## config.mk

```make
export PLATFORM = sky130hd
export DESIGN_NAME = mem_stage
export DESIGN_NICKNAME = d
export VERILOG_FILES = /design/src/rtl/mem_stage_pkg.sv /design/src/rtl/mem_stage_load_align.sv /design/src/rtl/mem_stage.sv
export SDC_FILE = /design/constraint.sdc
export NUM_CORES = 1
export LEC_CHECK = 0
export ABC_CLOCK_PERIOD_IN_PS = 3000
export BUFFER_PORTS_ARGS = -buffer_cell sky130_fd_sc_hd__buf_2
export CORE_MARGIN = 10
export CORE_UTILIZATION = 45
export DETAILED_ROUTE_END_ITERATION = 10
export PLACE_DENSITY_LB_ADDON = 0.2
export SLEW_MARGIN = 20
export SYNTH_ARGS = -nofsm -noshare
export SYNTH_HDL_FRONTEND = slang
export SYNTH_HIERARCHICAL = 1
export SYNTH_SLANG_ARGS = --single-unit
```

## constraint.sdc

```tcl
create_clock -name clk -period 3 [get_ports clk]
set_input_delay 0.15 -clock clk [delete_from_list [all_inputs] [get_ports clk]]
set_output_delay 0.15 -clock clk [all_outputs]
set_load 0.03 [all_outputs]
```

## src/rtl/mem_stage_pkg.sv

```systemverilog
// Shared definitions for the MEM stage: bus widths, load-op bit positions
// and the packed layout of the EX->MEM payload.
package mem_stage_pkg;

    localparam int ES2MS_BUS_LEN  = 76;
    localparam int MS2WS_BUS_LEN  = 70;
    localparam int MS_FWD_BUS_LEN = 38;

    // Bit positions inside the one-hot ld_op field {ld_w, ld_h, ld_hu, ld_b, ld_bu}
    localparam int LD_BU = 0;
    localparam int LD_B  = 1;
    localparam int LD_HU = 2;
    localparam int LD_H  = 3;
    localparam int LD_W  = 4;

    // EX->MEM payload, MSB first, matching the es2ms_bus packing
    typedef struct packed {
        logic [31:0] pc;
        logic        gr_we;
        logic [4:0]  dest;
        logic [31:0] alu_result;
        logic        res_from_mem;
        logic [4:0]  ld_op;
    } es2ms_t;

endpackage

```

## src/rtl/mem_stage_load_align.sv

```systemverilog
// Load alignment: picks the addressed byte/half/word out of a 32-bit read
// word and sign- or zero-extends it. Purely combinational so that a later
// cache refill path can reuse it unchanged.
module load_align
    import mem_stage_pkg::*;
(
    input  logic [31:0] i_rdata,
    input  logic [1:0]  i_sel,
    input  logic [4:0]  i_ld_op,
    output logic [31:0] o_load_data
);

    logic [7:0]  w_byte;
    logic [15:0] w_half;

    // Select the addressed byte and half-word; half ignores sel[0]
    always_comb begin
        w_byte = i_rdata[7:0];
        case (i_sel)
            2'd0: w_byte = i_rdata[7:0];
            2'd1: w_byte = i_rdata[15:8];
            2'd2: w_byte = i_rdata[23:16];
            2'd3: w_byte = i_rdata[31:24];
            default: w_byte = i_rdata[7:0];
        endcase
        w_half = i_sel[1] ? i_rdata[31:16] : i_rdata[15:0];
    end

    // Extend according to the one-hot op; anything not one-hot reads as zero
    always_comb begin
        o_load_data = 32'h0;
        case (i_ld_op)
            5'b00001 << LD_W:  o_load_data = i_rdata;
            5'b00001 << LD_H:  o_load_data = {{16{w_half[15]}}, w_half};
            5'b00001 << LD_HU: o_load_data = {16'h0, w_half};
            5'b00001 << LD_B:  o_load_data = {{24{w_byte[7]}}, w_byte};
            5'b00001 << LD_BU: o_load_data = {24'h0, w_byte};
            default:           o_load_data = 32'h0;
        endcase
    end

endmodule

```

## src/rtl/mem_stage.sv

```systemverilog
// MEM stage of the 5-stage LoongArch pipeline. Latches the EX result,
// aligns load data from the synchronous data SRAM and presents the result
// to WB and to the ID bypass network.
// Optional feature macro: MS_LOAD_HOLD_EN keeps a copy of the SRAM word so
// loads survive WB stalls; without it WB must never stall a load.
module mem_stage
    import mem_stage_pkg::*;
(
    input  logic                      clk,
    input  logic                      reset,
    input  logic                      es2ms_valid,
    output logic                      ms_allowin,
    input  logic [ES2MS_BUS_LEN-1:0]  es2ms_bus,
    input  logic                      ws_allowin,
    output logic                      ms2ws_valid,
    output logic [MS2WS_BUS_LEN-1:0]  ms2ws_bus,
    input  logic [31:0]               data_sram_rdata,
    output logic [MS_FWD_BUS_LEN-1:0] ms_fwd_bus
);

    logic        r_ms_valid;
    logic        r_ms_first;
    es2ms_t      r_payload;

    logic        w_ms_ready_go;
    logic        w_capture;
    logic        w_handoff;
    logic [31:0] w_load_src;
    logic [31:0] w_load_data;
    logic [31:0] w_final_result;
    logic        w_fwd_we;

    assign w_ms_ready_go = 1'b1;
    assign ms_allowin    = ~r_ms_valid | (w_ms_ready_go & ws_allowin);
    assign ms2ws_valid   = r_ms_valid & w_ms_ready_go;
    assign w_capture     = es2ms_valid & ms_allowin;
    assign w_handoff     = ms2ws_valid & ws_allowin;

    // Stage occupancy: refilled from EX whenever MEM can accept
    always_ff @(posedge clk) begin
        if (reset) begin
            r_ms_valid <= 1'b0;
        end else if (ms_allowin) begin
            r_ms_valid <= es2ms_valid;
        end
    end

    // Payload latch; intentionally not reset since r_ms_valid qualifies it
    always_ff @(posedge clk) begin
        if (w_capture) begin
            r_payload <= es2ms_t'(es2ms_bus);
        end
    end

    // Marks the single cycle in which the SRAM read data belongs to us
    always_ff @(posedge clk) begin
        if (reset) begin
            r_ms_first <= 1'b0;
        end else if (w_capture) begin
            r_ms_first <= 1'b1;
        end else if (r_ms_valid) begin
            r_ms_first <= 1'b0;
        end
    end

`ifdef MS_LOAD_HOLD_EN
    logic [31:0] r_hold_data;
    logic        r_hold_vld;

    // Snapshot the SRAM word in the first cycle of a load so stalls are safe
    always_ff @(posedge clk) begin
        if (r_ms_valid && r_ms_first && r_payload.res_from_mem) begin
            r_hold_data <= data_sram_rdata;
        end
    end

    // Hold-valid flag follows the load until it leaves for WB
    always_ff @(posedge clk) begin
        if (reset) begin
            r_hold_vld <= 1'b0;
        end else if (w_handoff && !w_capture) begin
            r_hold_vld <= 1'b0;
        end else if (r_ms_valid && r_ms_first && r_payload.res_from_mem) begin
            r_hold_vld <= 1'b1;
        end
    end

    assign w_load_src = r_ms_first ? data_sram_rdata
                                   : (r_hold_vld ? r_hold_data : 32'h0);
`else
    assign w_load_src = data_sram_rdata;
`endif

    load_align u_load_align (
        .i_rdata     (w_load_src),
        .i_sel       (r_payload.alu_result[1:0]),
        .i_ld_op     (r_payload.ld_op),
        .o_load_data (w_load_data)
    );

    assign w_final_result = r_payload.res_from_mem ? w_load_data : r_payload.alu_result;
    assign w_fwd_we       = r_ms_valid & r_payload.gr_we & (r_payload.dest != 5'd0);

    assign ms2ws_bus  = {r_payload.pc, r_payload.gr_we, r_payload.dest, w_final_result};
    assign ms_fwd_bus = {w_fwd_we, r_payload.dest, w_final_result};

endmodule
```

==> run metrics, run 1 <==
Synthesis Warnings=6; Die Span Y=116 um; Required @ worst endpoint=approximately 2900 ps; Post-Synth Adder-Cell Area=0%; Final Critical Period=approximately 2700 ps; Leak Pwr=~2.6 nW; Post-Synth Simple-Gate Area=between 5 and 6%; P&R area growth vs syn=39.4%; Worst Tran Pin Value=about 1000 ps; Tot Pwr=roughly 2.9 mW; GRT busiest layer=met2; Post-DP HPWL=about 9500 um; initial antenna violation count=0; mux contribution to synthesized area=a little under an eighth; DRC=0; Synth Instances=307; non-filler instance count after layout=646; Port Buf Inserts=about 220; crit path capture type=output port; Finished Cell Area=about 5700 um2; CTS sink cnt=77; hold path depth=3; vias per cell=about 5; met1 usage in global routing=roughly a fifth; met2 Usage GRT=a little under a third; Seq cells post-synth=77; Final Hold Viols=0; reg2reg setup slack=1320 ps; Hold EP=ms2ws_valid$_SDFFE_PP0P_; Crit Path Max Fanout=10; Post-Synth XOR/XNOR Area=less than 1%; CP startpoint=r_payload[3]$_DFFE_PP_; drt wl/cell=slightly above 20 um; Final Net Count=645; total track usage=a little under a fifth; Final Util=65.1%; final hold slack=29.6 ps; Max Cap Violations=0; Placeable Area=slightly below 9000 um2; power per cell area=497 nW/um2; Worst R2R End=ms2ws_bus[46]$_DFFE_PP_; std cell rows=34; ANT nets after route=0; RSZ-0062 raised after global routing=no; io pins=between 200 and 250; most frequent cells in the layout=221 x buf_2, 77 x dlygate4sd3_1, 76 x edfxtp_1, 31 x mux2_2, 19 x nand2_1; setup violators final=0; htree depth=3; Post-Route WL=between 10000 and 15000 um; CTS clk-pin slew, worst paths=90 ps; register area share after synthesis=a little under three fifths; syn_nets=between 400 and 500; final cycle utilization of the critical path=88.8%; most common cell after layout, fill and taps aside=buf_2; Slew Limit Fails=0; startpoint type of the worst setup path=flop; Post-Place Cells=~550; reg2reg path depth=2; share of cells above drive strength 1=between 50% and 60%; run status=finished, final reports clean; library cells used by synthesis=37; synthesized area=a little over 4000 um2; CP arrival=roughly 2500 ps; Post-CTS Repair Setup Buffers=0; DR vias=about 3200; Root Driver=clkbuf_8; Initial Util=46.7%; first-pass GRT wire length=~19000 um; clock latency on the worst-skew pair=between 300 and 400 ps; met3 Use GR=about a tenth; Min-Delay Startpoint=es2ms_valid; mean post-synth cell area=roughly 13 um2; vias in the first global route=3526; Cell Area, Placed=approximately 4700 um2; Die W=approximately 120 um; r2r startpoint=ms2ws_valid$_SDFFE_PP0P_; total negative slack=0 ps; type of the worst setup path=flop to output port; Synth Area in Compound Gates=between 10% and 20%; maximum VDD drop=0.000292 V; Die Area=13400 um2; clk_skew=approximately 6.6 ps; GRT Residual Overflow=0; main combinational cell family by area after synthesis=buffers and inverters; TritonRoute pass-1 iters=4; hold crit path type=input port to flop; Routability Congestion=between 0.8 and 0.9; CTS tree=yes; fmax=around 0.38 GHz; CTS Buffer Depth=2; Num CTS Buffers=9; number of diodes=0; initial DRC count=between 150 and 200; final setup margin=around 340 ps; post-place setup slack=about 730 ps; Slew headroom=between 30% and 40%; largest net degree at the start of global routing=77
[registers in the layout, indices dropped and copies added (netlist names)]
signal       flops
ms2ws_bus       38
r_payload       38
ms2ws_valid      1
[cells in the mapped netlist]
master	n	area [um2]
buf_4	79	593
nor4_1	1	6.26
o311a_1	1	10.0
and2b_1	2	15.0
nor4b_4	1	23.8
mux2_4	2	30.0
edfxtp_1	76	2280
nor3b_2	1	12.5
nand3b_2	1	11.3
dfxtp_1	1	20.0
inv_1	1	3.75
a221o_1	15	150
and2_1	1	6.26
clkbuf_2	1	5.00
a21o_1	16	120
or3_1	1	6.26
clkbuf_1	4	15.0
nand2_1	19	71.3
mux2i_1	7	70.1
clkbuf_8	2	27.5
a21oi_2	1	8.76
mux2_2	31	349
a32oi_1	1	8.76
xor2_1	2	17.5
nor3_1	2	10.0
nor2_1	9	33.8
buf_6	2	22.5
nand2b_1	2	12.5
nor2_4	1	11.3
nand3_2	1	10.0
buf_2	1	5.00
a21oi_1	17	85.1
o21ai_0	1	5.00
a31o_4	1	17.5
a22o_1	1	8.76
mux4_2	1	22.5
nand3_1	1	5.00
[worst max path at each step]
stage	end	slack, ps	cells after the start
after global placement	ms2ws_bus[23]	790	6
after floorplan	ms_fwd_bus[0]	780	7
after detailed placement	ms_fwd_bus[6]	730	6
final	ms2ws_bus[6]	340	6
after global routing	ms_fwd_bus[23]	90	6
after CTS	ms_fwd_bus[6]	340	6
[area by class of cell]
type,count,area (um2)
fill,685,3070
sequential,77,2300
timing repair buffer,304,1920
multi-input combinational,140,1140
tap,108,135
clock buffer,9,124
clock inverter,7,105
inverter,1,3.75
[repair_timing]
| action | 4_1_cts | 5_1_grt |
|---|---|---|
| hold buffers | 77 | 0 |
| resized for setup | 0 | 0 |
| hold endpoints to repair | 77 | 0 |
[worst max-delay path: stages, from the launching register on]
cell and delay, ps:
edfxtp_1 490, xor2_1 230, a22o_1 330, a31o_4 290, a221o_1 370, mux2_2 280
buf_2 180
[cells by family after synthesis]
logic type | count (synthesis)
AO/OA/AOI/OAI | 54
XOR/XNOR | 2
buffers and inverters | 90
flip-flops | 77
multiplexers | 41
AND/OR/NAND/NOR | 43
[routing by layer]
metal,vias up,routed length (um)
met5,-,0
met1,1515,4840
met2,185,6270
li1,1512,-
met3,17,1660
met4,0,250
[where the power goes]
part / switching [mW] / total (mW) / leakage (nW) / internal (mW)
registers: 0.0260 / 1.28 / 0.744 / 1.26
clock network: 0.430 / 0.913 / 0.113 / 0.483
logic: 0.398 / 0.654 / 1.70 / 0.255
total: 0.854 / 2.85 / 2.56 / 2.00
Note: power is estimated with default switching activity, not from simulation.
==> inputs of run 2 (changes only) <==
--- a/config.mk
+++ b/config.mk
@@ -11,6 +11,7 @@
 export CORE_UTILIZATION = 45
 export DETAILED_ROUTE_END_ITERATION = 10
 export PLACE_DENSITY_LB_ADDON = 0.2
+export RECOVER_POWER = 100
 export SLEW_MARGIN = 20
 export SYNTH_ARGS = -nofsm -noshare
 export SYNTH_HDL_FRONTEND = slang
==> run metrics, run 2 (synthesis gave the netlist of run 1 again) <==
vias per cell=4.98 (-0.31%); fmax=0.357 GHz (-4.9%); Max Cap Violations=1 (+1); multi-input logic area=1130 um2 (-0.88%); TritonRoute pass-1 iters=4 (unchanged); final hold slack=30.8 ps (+1.23 ps); Post-Route WL=13000 um (about the same); first-pass GRT wire length=19500 um (unchanged); total negative slack=0 ps (unchanged); Min-Delay Startpoint=es2ms_valid; non-filler instance count after layout=646 (unchanged); clock latency on the worst-skew pair=360 ps (about the same); switching share of power=30.2% (+0.22 points); Post-Place Cells=553 (unchanged); final cycle utilization of the critical path=93.4% (+4.6 points); Flop pwr share=45.4% (+0.4 points); ANT nets after route=0 (unchanged); Pint=1.98 mW (-0.91%); post-cts hold buffer count=77 (unchanged); crit path capture type=output port; Root Driver=clkbuf_8; setup violators final=0 (unchanged); r2r startpoint=ms2ws_valid$_SDFFE_PP0P_; CTS clk-pin slew, worst paths=90 ps (about the same); CP startpoint=r_payload[1]$_DFFE_PP_; Leak Pwr=2.33 nW (-9.1%); RSZ-0062 raised after global routing=no; Port Buf Inserts=221 (unchanged); Placeable Area=8810 um2 (unchanged); number of diodes=0 (unchanged); Die W=116 um (unchanged); clk_skew=9.70 ps (+3.07 ps); Required @ worst endpoint=2850 ps (about the same); total track usage=19.1% (unchanged); DR vias=3219 (-0.31%); std cell rows=34 (unchanged); Comb pwr share=22.4% (-0.5 points); Final Critical Period=2800 ps (+138 ps); Worst Tran Pin Value=1800 ps (+798 ps); Reg area=2300 um2 (unchanged); CTS Buffer Depth=2 (unchanged); Final Net Count=645 (unchanged); io pins=222 (unchanged); Crit Path Max Fanout=17 (+7); Slew headroom=-20.0% (-53 points); post-cts resize count=0 (unchanged); initial antenna violation count=0 (unchanged); largest net degree at the start of global routing=77 (unchanged); Post-CTS Repair Setup Buffers=0 (unchanged); Num CTS Buffers=9 (unchanged); P&R area growth vs syn=36.9%; Slew Limit Fails=77 (+77); Net Sw Power=855 uW (+0.13%); most frequent cells in the layout=114 x buf_2, 77 x dlygate4sd3_1, 76 x edfxtp_1, 70 x clkbuf_1, 37 x clkbuf_2; htree depth=3 (unchanged); GRT Residual Overflow=0 (unchanged); Post-DP HPWL=9510 um (unchanged); share of cells above drive strength 1=39.8% (-13 points); run status=complete, but fails checks; Tot Pwr=2.83 mW (-0.60%); CP arrival=2650 ps (+140 ps); power per cell area=503 nW/um2 (+1.2%); Final Hold Viols=0 (unchanged); type of the worst setup path=flop to output port; clock network power share=32.2% (+0.2 points); Routability Congestion=0.854 (unchanged); most common cell after layout, fill and taps aside=buf_2; Initial Util=46.7% (unchanged); CTS sink cnt=77 (unchanged); FILL cells=724 (+5.7%); drt wl/cell=20.2 um (about the same); initial DRC count=135 (-13%); DRC=0 (unchanged); startpoint type of the worst setup path=flop; Die Span Y=116 um (unchanged); failing checks=capacitance limit, slew limit; vias in the first global route=3526 (unchanged); hold crit path type=input port to flop; CTS tree=yes; maximum VDD drop=0.000293 V (+0.17%); Die Area=13400 um2 (unchanged); Final Util=64.0% (-1.2 points)
-- run 2: through the flow --
| stage | instance area [um2] | worst slack, ps |
|---|---|---|
| floorplan | 4110 | 781 |
| CTS | 5730 | 335 |
| global route | 5630 | 49.6 |
| global placement | 4730 | 790 |
| detailed placement | 4730 | 734 |
| finish | 5630 | 198 |
-- run 2: final timing paths --
kind / depth (start not counted) / to / slack, ps
worst max-delay path: 5 / ms2ws_bus[8] / 200
worst min-delay path: 3 / ms2ws_valid$_SDFFE_PP0P_ / 30
worst max register to register: 2 / ms2ws_bus[61]$_DFFE_PP_ / 750
worst min register to register: 2 / ms2ws_valid$_SDFFE_PP0P_ / 550
-- run 2: routing by layer --
layer	part of all wire (%)	wire length (um)	up-vias	global-route usage, %
li1	-	-	1512	-
met1	36	4740	1498	20.9
met2	48	6310	193	31.5
met3	13	1740	16	9.35
met4	1.8	238	0	6.93
met5	0	0	-	0
-- run 2: layout make-up --
cell class	count	share of cell area [%]
Timing Repair Buffer	304	32.5
Multi-Input combinational cell	140	20.1
Clock inverter	7	1.87
Sequential cell	77	40.9
Inverter	1	0.0667
Tap cell	108	2.40
Clock buffer	9	2.20
-- run 2: power by group through the flow --
stage	clock network [mW]	logic, mW	registers, mW
2_1_floorplan	0	0.453	1.30
3_3_place_gp	0	0.569	1.30
3_5_place_dp	0	0.574	1.31
4_1_cts	0.928	0.655	1.28
5_1_grt	0.986	0.676	1.29
6_report	0.913	0.635	1.29
-- run 2: critical path, stage by stage (launching register included) --
cell	delay, ps
edfxtp_1	500
clkbuf_2	290
nor4b_2	810
a221o_1	300
mux2_2	170
clkbuf_2	210
==> inputs of run 3 (changes only) <==
--- a/config.mk
+++ b/config.mk
@@ -7,8 +7,10 @@
 export LEC_CHECK = 0
 export ABC_CLOCK_PERIOD_IN_PS = 3000
 export BUFFER_PORTS_ARGS = -buffer_cell sky130_fd_sc_hd__buf_2
+export CELL_PAD_IN_SITES_DETAIL_PLACEMENT = 1
+export CELL_PAD_IN_SITES_GLOBAL_PLACEMENT = 2
 export CORE_MARGIN = 10
-export CORE_UTILIZATION = 45
+export CORE_UTILIZATION = 27
 export DETAILED_ROUTE_END_ITERATION = 10
 export PLACE_DENSITY_LB_ADDON = 0.2
 export RECOVER_POWER = 100
==> run metrics, run 3 (synthesis gave the netlist of run 1 again) <==
initial DRC count=87 (-36%); run status=complete, but fails checks; most common cell after layout, fill and taps aside=buf_2; total negative slack=0 ps (unchanged); RSZ-0062 raised after global routing=no; final cycle utilization of the critical path=92.0% (-1.4 points); Placeable Area=15100 um2 (+71%); setup violators final=0 (unchanged); clock latency on the worst-skew pair=340 ps (-20 ps); Routability Congestion=0.748 (-12%); Required @ worst endpoint=2850 ps (about the same); Worst Tran Pin Value=1800 ps (+0.569 ps); htree depth=3 (unchanged); Post-CTS Repair Setup Buffers=0 (unchanged); Die Area=20600 um2 (+54%); Final Hold Viols=0 (unchanged); CP delay by family, top=compound AO/OA/AOI/OAI gates; CTS Buffer Depth=2 (unchanged); DRC=0 (unchanged); vias in the first global route=3690 (+4.7%); Worst R2R End=r_payload[3]$_DFFE_PP_; power per cell area=537 nW/um2 (+6.7%); DR vias=3168 (-1.6%); Port Buf Inserts=221 (unchanged); vias per cell=4.38 (-12%); CP startpoint=r_payload[7]$_DFFE_PP_; type of the worst setup path=flop to output port; CTS tree=yes; fmax=0.362 GHz (+1.5%); Root Driver=clkbuf_16; Buffers & Inverters on Critical Path=2 (unchanged); Leak Pwr=2.33 nW (+0.15%); clk_skew=6.29 ps (-3.41 ps); ANT nets after route=0 (unchanged); startpoint type of the worst setup path=flop; TritonRoute pass-1 iters=4 (unchanged); first-pass GRT wire length=21500 um (+10%); Num CTS Buffers=9 (unchanged); Post-Route WL=14400 um (+10%); GRT Residual Overflow=0 (unchanged); Final Critical Period=2760 ps (-42.7 ps); cells along the critical path=buf_4 > nor4_1 > a22o_1 > a31o_4 > a221o_1 > mux2_4 > clkbuf_1; number of diodes=0 (unchanged); share of cells above drive strength 1=37.3% (-2.5 points); maximum VDD drop=0.000366 V (+25%); Initial Util=27.3% (-19 points); failing checks=capacitance limit, slew limit; P&R area growth vs syn=41.1%; CP arrival=2610 ps (-40 ps); Die Span Y=143 um (+24%); std cell rows=45 (+32%); crit path capture type=output port; CTS clk-pin slew, worst paths=60 ps (-30 ps); io pins=222 (unchanged); Tot Pwr=3.12 mW (+10%); Final Util=38.5% (-25 points); drt wl/cell=19.8 um (-1.6%); Worst setup endpoint=ms2ws_bus[2]; CP peak stage delay=480 ps (-330 ps); Die W=143 um (+24%); hold crit path type=input port to flop; largest net degree at the start of global routing=77 (unchanged); most frequent cells in the layout=111 x buf_2, 84 x clkbuf_1, 76 x dlygate4sd3_1, 76 x edfxtp_1, 30 x mux2_2; Max Cap Violations=1 (unchanged); Slew Limit Fails=77 (unchanged); Crit Path Max Fanout=12 (-5); reg2reg path depth=2 (unchanged); Post-DP HPWL=11000 um (+16%); reg2reg setup slack=730 ps (-20 ps); CP Depth=7 (+2); total track usage=13.7% (-5.3 points); initial antenna violation count=0 (unchanged); Slew headroom=-20.0% (-0.038 points); slowest cell on the critical path=a22o_1; r2r startpoint=ms2ws_valid$_SDFFE_PP0P_; Final Net Count=643 (-0.31%); CTS sink cnt=77 (unchanged)
[run 3: cell count changes in the layout (fill, tap and decap cells not counted), sizes merged]
cell | before | now
clkinv | 0 | 1
clkbuf | 116 | 120
buf | 120 | 116
dlygate4sd3 | 77 | 76
inv | 5 | 3
[run 3: layer usage]
| layer | wire length [um] | track usage, % | vias up |
|---|---|---|---|
| li1 | - | - | 1508 |
| met1 | 6080 | 16.1 | 1482 |
| met2 | 6480 | 21.5 | 169 |
| met3 | 1610 | 6.37 | 9 |
| met4 | 195 | 5.05 | 0 |
| met5 | 0 | 0 | - |
[run 3: metrics by stage]
| step | hold slack (ps) | std cells | worst slack (ps) | cell area, um2 |
|---|---|---|---|---|
| after detailed placement | 308 | 632 | 557 | 4830 |
| after floorplan | 219 | 307 | 781 | 4110 |
| after global routing | 61.5 | 724 | 97.7 | 5800 |
| after global placement | 306 | 632 | 598 | 4830 |
| after CTS | 4.09 | 723 | 173 | 5900 |
| final | 56.5 | 724 | 241 | 5800 |
[run 3: report_power, final]
part	internal (mW)	switching, mW	total [mW]
registers	1.26	0.0259	1.29
clock network	0.736	0.456	1.19
logic	0.233	0.405	0.638
[run 3: layout make-up]
type	count	area, um2
clock inverters	6	93.8
repair buffers	302	1800
well taps	188	235
inverters	1	3.75
flip-flops and latches	77	2300
clock buffers	10	229
multi-input cells	140	1140
fillers	1704	9290
[run 3: worst min path at each step]
stage / from / endpoint / cells past startpoint
2_1_floorplan: reset / ms2ws_valid$_SDFFE_PP0P_ / 1
3_3_place_gp: reset / ms2ws_valid$_SDFFE_PP0P_ / 2
3_5_place_dp: reset / ms2ws_valid$_SDFFE_PP0P_ / 2
4_1_cts: es2ms_bus[67] / ms2ws_bus[61]$_DFFE_PP_ / 1
5_1_grt: es2ms_valid / ms2ws_valid$_SDFFE_PP0P_ / 3
6_report: es2ms_valid / ms2ws_valid$_SDFFE_PP0P_ / 3
[run 3: worst reg2reg max path: stages (launching register included)]
cell and delay (ps):
dfxtp_1 330, nand2b_1 110, and2_2 1360
[run 3: timing repair]
item / in CTS / in global routing
gates resized for setup: 0 / 1
hold buffers: 75 / 1
setup endpoints to repair: 0 / 7
endpoints found under the hold margin: 75 / 1
